===== src/rtl/memory_arbiter_if.sv =====
// Datapath-side request/response and RAM-side strobe signals of memory_arbiter,
// bundled so the arbiter and its environment connect through one port.
interface memory_arbiter_if;
  logic        imemREN;
  logic [31:0] imemaddr;
  logic [31:0] imemload;
  logic        ihit;
  logic        dmemREN;
  logic        dmemWEN;
  logic [31:0] dmemaddr;
  logic [31:0] dmemstore;
  logic [31:0] dmemload;
  logic        dhit;
  logic        ramREN;
  logic        ramWEN;
  logic [31:0] ramaddr;
  logic [31:0] ramstore;
  logic [31:0] ramload;
  logic        ram_ready;
  logic        bus_err;

  modport slave (
    input  imemREN, imemaddr, dmemREN, dmemWEN, dmemaddr, dmemstore, ramload, ram_ready,
    output imemload, ihit, dmemload, dhit, ramREN, ramWEN, ramaddr, ramstore, bus_err
  );

  modport master (
    output imemREN, imemaddr, dmemREN, dmemWEN, dmemaddr, dmemstore, ramload, ram_ready,
    input  imemload, ihit, dmemload, dhit, ramREN, ramWEN, ramaddr, ramstore, bus_err
  );
endinterface


===== src/rtl/memory_arbiter.sv =====
// Shares one single-ported RAM between instruction fetch and data access:
// data wins by default, but fetch is served after every completed data access.
module memory_arbiter #(
  parameter int unsigned TIMEOUT = 255
) (
  input logic             CLK,
  input logic             nRST,
  memory_arbiter_if.slave bus
);
  typedef enum logic [1:0] {
    IDLE = 2'd0,
    IACC = 2'd1,
    DACC = 2'd2
  } state_t;

  localparam logic [7:0] TIMEOUT_CNT = 8'(TIMEOUT);

  state_t     r_state;
  logic       r_last_d;
  logic       r_bus_err;
  logic [7:0] r_wait_cnt;

  logic       w_dreq;
  logic       w_grant_d;
  logic       w_grant_i;
  logic       w_i_live;
  logic       w_d_live;
  logic [7:0] w_wait_inc;
  logic       w_wait_done;

  // Request decode, arbitration and timeout detection
  always_comb begin
    w_dreq      = bus.dmemREN | bus.dmemWEN;
    w_grant_d   = w_dreq & ~(r_last_d & bus.imemREN);
    w_grant_i   = ~w_grant_d & bus.imemREN;
    // A grant is live only while its requester still holds the request
    w_i_live    = (r_state == IACC) & bus.imemREN;
    w_d_live    = (r_state == DACC) & w_dreq;
    w_wait_inc  = r_wait_cnt + 8'd1;
    w_wait_done = (w_wait_inc == TIMEOUT_CNT);
  end

  // RAM strobes and pipeline hits driven from the live grant
  always_comb begin
    bus.ramREN   = 1'b0;
    bus.ramWEN   = 1'b0;
    bus.ramaddr  = 32'h0000_0000;
    bus.ramstore = 32'h0000_0000;
    bus.ihit     = 1'b0;
    bus.imemload = 32'h0000_0000;
    bus.dhit     = 1'b0;
    bus.dmemload = 32'h0000_0000;
    bus.bus_err  = r_bus_err;
    if (w_i_live) begin
      bus.ramREN  = 1'b1;
      bus.ramaddr = bus.imemaddr;
      if (bus.ram_ready) begin
        bus.ihit     = 1'b1;
        bus.imemload = bus.ramload;
      end else begin
        bus.ihit     = 1'b0;
        bus.imemload = 32'h0000_0000;
      end
    end else if (w_d_live) begin
      bus.ramWEN   = bus.dmemWEN;
      bus.ramREN   = ~bus.dmemWEN;
      bus.ramaddr  = bus.dmemaddr;
      bus.ramstore = bus.dmemstore;
      if (bus.ram_ready) begin
        bus.dhit     = 1'b1;
        bus.dmemload = bus.ramload;
      end else begin
        bus.dhit     = 1'b0;
        bus.dmemload = 32'h0000_0000;
      end
    end else begin
      bus.ramREN   = 1'b0;
      bus.ramWEN   = 1'b0;
      bus.ramaddr  = 32'h0000_0000;
      bus.ramstore = 32'h0000_0000;
    end
  end

  // Access sequencing, wait counting, round-robin history and sticky error
  always_ff @(posedge CLK or negedge nRST) begin
    if (!nRST) begin
      r_state    <= IDLE;
      r_last_d   <= 1'b0;
      r_bus_err  <= 1'b0;
      r_wait_cnt <= 8'd0;
    end else begin
      case (r_state)
        IDLE: begin
          r_wait_cnt <= 8'd0;
          if (w_grant_d) begin
            r_state <= DACC;
          end else if (w_grant_i) begin
            r_state <= IACC;
          end else begin
            r_state <= IDLE;
          end
        end
        IACC, DACC: begin
          if (!(w_i_live | w_d_live)) begin
            r_state    <= IDLE;
            r_wait_cnt <= 8'd0;
          end else if (bus.ram_ready) begin
            r_state    <= IDLE;
            r_last_d   <= (r_state == DACC);
            r_wait_cnt <= 8'd0;
          end else if (w_wait_done) begin
            // Abort and hand the next grant to the other requester
            r_state    <= IDLE;
            r_bus_err  <= 1'b1;
            r_last_d   <= ~r_last_d;
            r_wait_cnt <= 8'd0;
          end else begin
            r_wait_cnt <= w_wait_inc;
          end
        end
        default: begin
          r_state    <= IDLE;
          r_wait_cnt <= 8'd0;
        end
      endcase
    end
  end
endmodule


===== src/flat_wrapper.sv =====
// flat-port wrapper written by rule: the top's interface ports become plain ports
module memory_arbiter_flat 
#(
  parameter int unsigned TIMEOUT = 255
)
  (CLK, nRST, bus_imemREN, bus_imemaddr, bus_dmemREN, bus_dmemWEN, bus_dmemaddr, bus_dmemstore, bus_ramload, bus_ram_ready, bus_imemload, bus_ihit, bus_dmemload, bus_dhit, bus_ramREN, bus_ramWEN, bus_ramaddr, bus_ramstore, bus_bus_err);
  memory_arbiter_if bus_i ();
  input logic CLK;
  input logic nRST;
  input wire logic [$bits(bus_i.imemREN)-1:0] bus_imemREN;
  input wire logic [$bits(bus_i.imemaddr)-1:0] bus_imemaddr;
  input wire logic [$bits(bus_i.dmemREN)-1:0] bus_dmemREN;
  input wire logic [$bits(bus_i.dmemWEN)-1:0] bus_dmemWEN;
  input wire logic [$bits(bus_i.dmemaddr)-1:0] bus_dmemaddr;
  input wire logic [$bits(bus_i.dmemstore)-1:0] bus_dmemstore;
  input wire logic [$bits(bus_i.ramload)-1:0] bus_ramload;
  input wire logic [$bits(bus_i.ram_ready)-1:0] bus_ram_ready;
  output wire logic [$bits(bus_i.imemload)-1:0] bus_imemload;
  output wire logic [$bits(bus_i.ihit)-1:0] bus_ihit;
  output wire logic [$bits(bus_i.dmemload)-1:0] bus_dmemload;
  output wire logic [$bits(bus_i.dhit)-1:0] bus_dhit;
  output wire logic [$bits(bus_i.ramREN)-1:0] bus_ramREN;
  output wire logic [$bits(bus_i.ramWEN)-1:0] bus_ramWEN;
  output wire logic [$bits(bus_i.ramaddr)-1:0] bus_ramaddr;
  output wire logic [$bits(bus_i.ramstore)-1:0] bus_ramstore;
  output wire logic [$bits(bus_i.bus_err)-1:0] bus_bus_err;
  assign bus_i.imemREN = bus_imemREN;
  assign bus_i.imemaddr = bus_imemaddr;
  assign bus_i.dmemREN = bus_dmemREN;
  assign bus_i.dmemWEN = bus_dmemWEN;
  assign bus_i.dmemaddr = bus_dmemaddr;
  assign bus_i.dmemstore = bus_dmemstore;
  assign bus_i.ramload = bus_ramload;
  assign bus_i.ram_ready = bus_ram_ready;
  assign bus_imemload = bus_i.imemload;
  assign bus_ihit = bus_i.ihit;
  assign bus_dmemload = bus_i.dmemload;
  assign bus_dhit = bus_i.dhit;
  assign bus_ramREN = bus_i.ramREN;
  assign bus_ramWEN = bus_i.ramWEN;
  assign bus_ramaddr = bus_i.ramaddr;
  assign bus_ramstore = bus_i.ramstore;
  assign bus_bus_err = bus_i.bus_err;
  memory_arbiter #(.TIMEOUT(TIMEOUT)) u_core (.CLK(CLK), .nRST(nRST), .bus(bus_i));
endmodule

===== config.mk =====
export PLATFORM = sky130hd
export DESIGN_NAME = memory_arbiter_flat
export DESIGN_NICKNAME = d
export VERILOG_FILES = /design/src/rtl/memory_arbiter_if.sv /design/src/rtl/memory_arbiter.sv /design/src/flat_wrapper.sv
export SDC_FILE = /design/constraint.sdc
export NUM_CORES = 1
export LEC_CHECK = 0
export ABC_AREA = 0
export BUFFER_PORTS_ARGS = -buffer_cell sky130_fd_sc_hd__buf_4
export CAP_MARGIN = 20
export CORE_AREA = 2 2 105 107
export CTS_CLUSTER_DIAMETER = 200
export DETAILED_ROUTE_END_ITERATION = 8
export DIE_AREA = 0 0 107 109
export PLACE_DENSITY = 0.6
export SLEW_MARGIN = 20
export SYNTH_ARGS = -nofsm -noshare
export SYNTH_HDL_FRONTEND = slang
export SYNTH_SLANG_ARGS = --single-unit

===== constraint.sdc =====
create_clock -name CLK -period 3.06 [get_ports CLK]
set_input_delay 0.306 -clock CLK [delete_from_list [all_inputs] [get_ports CLK]]
set_output_delay 0.306 -clock CLK [all_outputs]
set_load 0.03 [all_outputs]

==> metrics.cfg, run 1 <==
[floorplanning]
die_w_um=107
die_h_um=109
io_pins=267
core_area_um2=10600
rows=38
start_util_pct=15.7
dieArea_um2=11700

[critical_path]
cp_slowest_cell=buf_4
r2r_slack_ps=890
critPathMaxStageDelay_ps=450
ff2ff_path_depth=8
critPathBufInv=3
cp.depth=7
reg2reg_to=u_core.r_state[0]
start_kind=flop
cp.required_ps=2750
path_max_fanout=48
crit_chain=inv_1 > ha_1 > and2_1 > nor3b_4 > buf_4 > and3_1 > buf_4
critPathTopFamily=buffers and inverters
crit_arrival_ps=2130
worst_setup_path_end_kind=output pin
crit_type=flop to output pin
cp_common_cell=buf_4
r2r_start=u_core.r_state[1]

[place]
place.gp.congestion=0.773
placedCellCount=610
port_buffers=266
dp_hpwl_mm=8.83
place_ws_ps=900

[pwr]
max-vdd-ir-drop_uv=183
leakage_nw=2.21
powerDensity_nw_per_um2=488
power.total_w=0.00188

[clock_network]
root_buffer=clkbuf_8
cts_tree=yes
numCtsBuffers=3
htreeDepth=1
clk_pin_slew_ps=50
max-clock-path-buffers=2
clock_sinks=12
insertion_delay_ps=240
cts.repair.resized=0

[synth]
ys_ff_latch=12
yosysWarnings=0
syn_area_per_cell_um2=7.54
syn_nets=360
netlist_instances=221
ys_seq_area_share_pct=18.0
synthFlopType=dfrtp_1
synth_edf_count=0
synthArstFlopShare_pct=100
ys_types=32
ys_top_cells_by_count=and2_1 (66), and3_1 (33), a22o_1 (32)
netlist.area_leader.share_pct=24.8
synthTopCellsByArea=and2_1 (25%), dfrtp_1 (18%), a22o_1 (17%)
synth_top_cell_by_area=and2_1
yosysMostFrequentCell=and2_1
syn_area_um2=1670

[min_path]
min_path_cells=4
hold_class=input pin to flop
hp-start=bus_imemREN
hold_path_end=u_core.r_state[1]

[grt]
grt_pass1_vias=2423
grt_pass1_wl_mm=14.2
grt_max_degree=50
antenna_found_initial=0
grt_overflow=0
track_usage_pct=16.0

[final_layout]
final_core_util_pct=36.4
finalNonFillerCells=615
diodes=0
area_growth_pct=132
drive_gt1_share_pct=58.5
nNetsFinal=615

[outcome]
status=finished clean

[sta]
fmax_ghz=0.410
period_needed_ps=2440
maxSlewViolCount=0
finalHoldViolCount=0
clock_skew_ps=2.05
finalSetupViolCount=0
rsz0062_at_grt=false
relSlewSlack_pct=64.4
setup_tns_ps=0
period_share_pct=79.7
setup_ws_ps=621
tightest_slew_ps=530

[drt]
vias=2668
wl_mm=10.7
via_per_inst=4.34
drt-wirelength-per-cell_um=17.3
drt_iter0_markers=203
first_pass_iters=4
antenna_left=0
drc=0

[flow_run]
cap_violations=0

-- tightest hold or removal path: stages --
cell	delay [ps]
buf_4	100
a21oi_1	50
nand2_1	70
mux2i_1	60
-- repair_timing --
item | in CTS | in global routing
endpoints found under the hold margin | 12 | 0
buffers inserted | 0 | 0
hold buffers | 1 | 0
-- cell families (layout without fill, tap and decap cells) --
kind of cell | after synthesis | after routing | share of synthesized area, %
flops | 12 | 12 | 18.0
xor+xnor | 5 | 5 | 2.63
fa+ha+maj | 5 | 5 | 3.76
compound gates | 44 | 44 | 22.5
buf+inv | 26 | 280 | 6.09
simple gates | 127 | 127 | 45.8
mux | 2 | 2 | 1.20
-- stage by stage --
stage | hold WS (ps) | area (um2)
global route | 400 | 3860
global placement | 153 | 3790
floorplan | 10.4 | 1670
finish | 385 | 3860
CTS | 380 | 3860
detailed placement | 154 | 3790
-- final cells by class --
type / count / area (um2)
multi-input combinational: 183 / 1270
sequential: 12 / 300
fill: 1080 / 6750
clock buffer: 4 / 55.1
tap: 140 / 175
timing repair buffer: 271 / 2040
inverter: 5 / 18.8
-- registers in the layout, indices dropped and copies added, names as in the netlist --
signal / count
u_core.r_last_d: 1
u_core.bus.bus_err: 1
u_core.r_state: 2
u_core.r_wait_cnt: 8
-- worst max-delay path by stage --
stage / start / to / slack (ps)
final: u_core.r_state[1] / bus_dmemload[0] / 620
after global routing: u_core.r_state[1] / bus_dmemload[0] / 520
after CTS: u_core.r_state[1] / bus_ramaddr[28] / 620
after detailed placement: u_core.r_state[1] / bus_dmemload[0] / 900
after global placement: u_core.r_state[1] / bus_ramaddr[29] / 970
after floorplan: u_core.r_state[1] / bus_ramaddr[10] / 810
-- report_power, final --
| part | internal (W) | total, W | switching (W) |
|---|---|---|---|
| logic | 0.000601 | 0.00152 | 0.000918 |
| clock network | 0.000114 | 0.000177 | 0.0000627 |
| registers | 0.000174 | 0.000186 | 0.0000122 |
-- placed cells by master, fill, tap and decap left out, drive strengths merged, types with 2 or more instances in the layout --
master	instances
xnor2	3
mux2i	2
nand3	3
nor2	12
nand4	2
a22o	32
clkbuf	4
a211o	2
buf	270
ha	5
inv	5
o21ai	3
a21oi	2
nor3b	2
nand2	4
and2	66
or3	2
xor2	2
and3	33
dfrtp	12
nor2b	2
-- per-layer routing --
layer / vias to the layer above / wire length (um) / track usage, %
met5: - / 0 / 0
met4: 0 / 110 / 2.32
met3: 8 / 1180 / 4.24
met2: 185 / 4810 / 25.3
met1: 1196 / 4560 / 22.2
li1: 1279 / - / -
Power figures use the tool's default switching activity.
==> inputs of run 2 (changes only) <==
CORE_AREA = 2 2 102 104   (was 2 2 105 107)
DIE_AREA = 0 0 104 106   (was 0 0 107 109)
PLACE_DENSITY = 0.63   (was 0.6)
clock period = 2.32 ns   (was 3.06 ns; I/O delays follow)
==> run 2 against run 1 <==
Power increased by 27%. Die area decreased by 5.5%. Sequential cell count unchanged. Setup slack got worse by 500 ps. Global-route usage decreased by 2.1 points. Critical path depth unchanged. Clock power increased by 4%. Hold slack got worse by 76 ps.
==> metrics.cfg, run 2 (same netlist as run 1, synthesis figures left out) <==
[outcome]
status=finished clean

[grt]
grt_pass1_wl_mm=12.9  ; -9.3%
grt_max_degree=39  ; -22%
track_usage_pct=13.8  ; -2.1 points
grt_pass1_vias=2542  ; +4.9%
antenna_found_initial=0  ; unchanged
grt_overflow=0  ; unchanged

[sta]
period_share_pct=94.8
rsz0062_at_grt=true
fmax_ghz=0.455
maxSlewViolCount=0  ; unchanged
period_needed_ps=2200
tightest_slew_ps=515  ; -14.7 ps
finalHoldViolCount=0  ; unchanged
finalSetupViolCount=0  ; unchanged
relSlewSlack_pct=65.4  ; +0.99 points
hold_ws_ps=309  ; -75.9 ps
clock_skew_ps=6.75  ; +4.70 ps

[final_layout]
drive_gt1_share_pct=58.5  ; unchanged
multi_input_area_um2=1270  ; unchanged
finalNonFillerCells=611  ; -0.65%
most-common-layout-cells=buf_4 (269), and2_1 (66), and3_1 (33), a22o_1 (32)
register_area_um2=300  ; unchanged
top_regs=u_core.r_wait_cnt x8, u_core.r_state x2
area_growth_pct=131  ; about the same
final_common_cell=buf_4
diodes=0  ; unchanged
n_fill_cell=1045  ; -3.2%
nNetsFinal=616  ; +0.16%
largest_reg_flops=8  ; unchanged
top_register=u_core.r_wait_cnt

[floorplanning]
die_w_um=104  ; -2.8%
dieArea_um2=11000  ; -5.5%
io_pins=267  ; unchanged
rows=37  ; -2.6%
core_area_um2=10000  ; -5.7%
start_util_pct=16.7  ; +0.95 points
die_h_um=106  ; -2.8%

[pwr]
powerDensity_nw_per_um2=621  ; +27%
max-vdd-ir-drop_uv=293  ; +60%
leakage_nw=2.21  ; about the same

[min_path]
hp-start=bus_imemREN
hold_path_end=u_core.r_state[0]
hold_class=input pin to flop
min_path_cells=3  ; -1

[critical_path]
worst_setup_path_end_kind=output pin
start_kind=flop
r2r_slack_ps=260  ; -630 ps
cp.required_ps=2090  ; -660 ps
r2r_start=u_core.r_wait_cnt[0]
ff2ff_path_depth=6  ; -2
crit_arrival_ps=1970  ; -160 ps
path_max_fanout=37  ; -23%
reg2reg_to=u_core.r_state[1]
crit_type=flop to output pin

[drt]
antenna_left=0  ; unchanged
drc=0  ; unchanged
vias=2650  ; -0.67%
wl_mm=8.55  ; -20%
drt_iter0_markers=132  ; -35%
via_per_inst=4.34  ; about the same
drt-wirelength-per-cell_um=14.0  ; -19%
first_pass_iters=4  ; unchanged

[clock_network]
root_buffer=clkbuf_8
max-clock-path-buffers=2  ; unchanged
clk_pin_slew_ps=50  ; about the same
htreeDepth=1  ; unchanged
clock_sinks=12  ; unchanged
numCtsBuffers=3  ; unchanged
cts_tree=yes
insertion_delay_ps=240  ; about the same

[place]
port_buffers=266  ; unchanged
dp_hpwl_mm=6.92  ; -22%
placedCellCount=607  ; -0.49%
place.gp.congestion=0.785  ; +1.6%

[flow_run]
cap_violations=0  ; unchanged

run 2: cell types whose count changed in the layout (fill, tap and decap cells not counted), sizes merged:
cell	change
clkbuf	-1
buf	+1
run 2: layer usage:
metal	vias to the layer above	share of wire (%)	GRT usage (%)
met5	-	0	0
met4	0	0.89	2.32
met3	8	8.8	3.31
met2	150	50	25.6
met1	1210	40	16.4
li1	1282	-	-
run 2: how the worst max path moves through the flow:
stage / from / end
floorplan: u_core.r_state[1] / bus_ramaddr[10]
global placement: u_core.r_wait_cnt[0] / u_core.r_state[0]
detailed placement: u_core.r_wait_cnt[0] / u_core.r_state[1]
CTS: u_core.r_state[1] / bus_dmemload[0]
global route: u_core.r_state[1] / bus_dmemload[0]
finish: u_core.r_state[1] / bus_dmemload[0]
run 2: area by class of cell:
type | instances | area share, %
multi-input cells | 183 | 33.0
inverters | 5 | 0.487
clock buffers | 3 | 1.07
repair buffers | 272 | 53.3
well taps | 136 | 4.42
flip-flops and latches | 12 | 7.79
run 2: critical path: stages (launching register included):
cell     delay (ps)
dfrtp_1         350
inv_1            70
ha_1            180
and2_1          200
nor3b_4         250
buf_6           280
and3_1          210
buf_4           160
run 2: what timing repair did:
item / CTS / global route
gates resized for setup: 0 / 2
setup buffers: 0 / 0
hold buffers: 1 / 0
hold endpoints to repair: 12 / 0
setup endpoints to repair: 0 / 63
run 2: report_power, final:
| part | internal [W] | switching [W] | total [W] |
|---|---|---|---|
| combinational | 0.000804 | 0.00116 | 0.00197 |
| sequential | 0.000229 | 0.0000160 | 0.000245 |
| clock | 0.000114 | 0.0000700 | 0.000184 |
| total | 0.00115 | 0.00125 | 0.00239 |
run 2: per-stage QoR:
step	util, %	TNS, ps	setup WS [ps]	power [W]	instance area, um2
floorplan	-	0	142	0.00142	1670
global placement	37.9	0	334	0.00220	3790
detailed placement	37.9	0	266	0.00221	3790
CTS	38.5	0	76.2	0.00240	3840
global route	38.5	-29.6	-12.1	0.00253	3850
finish	38.5	0	122	0.00239	3850
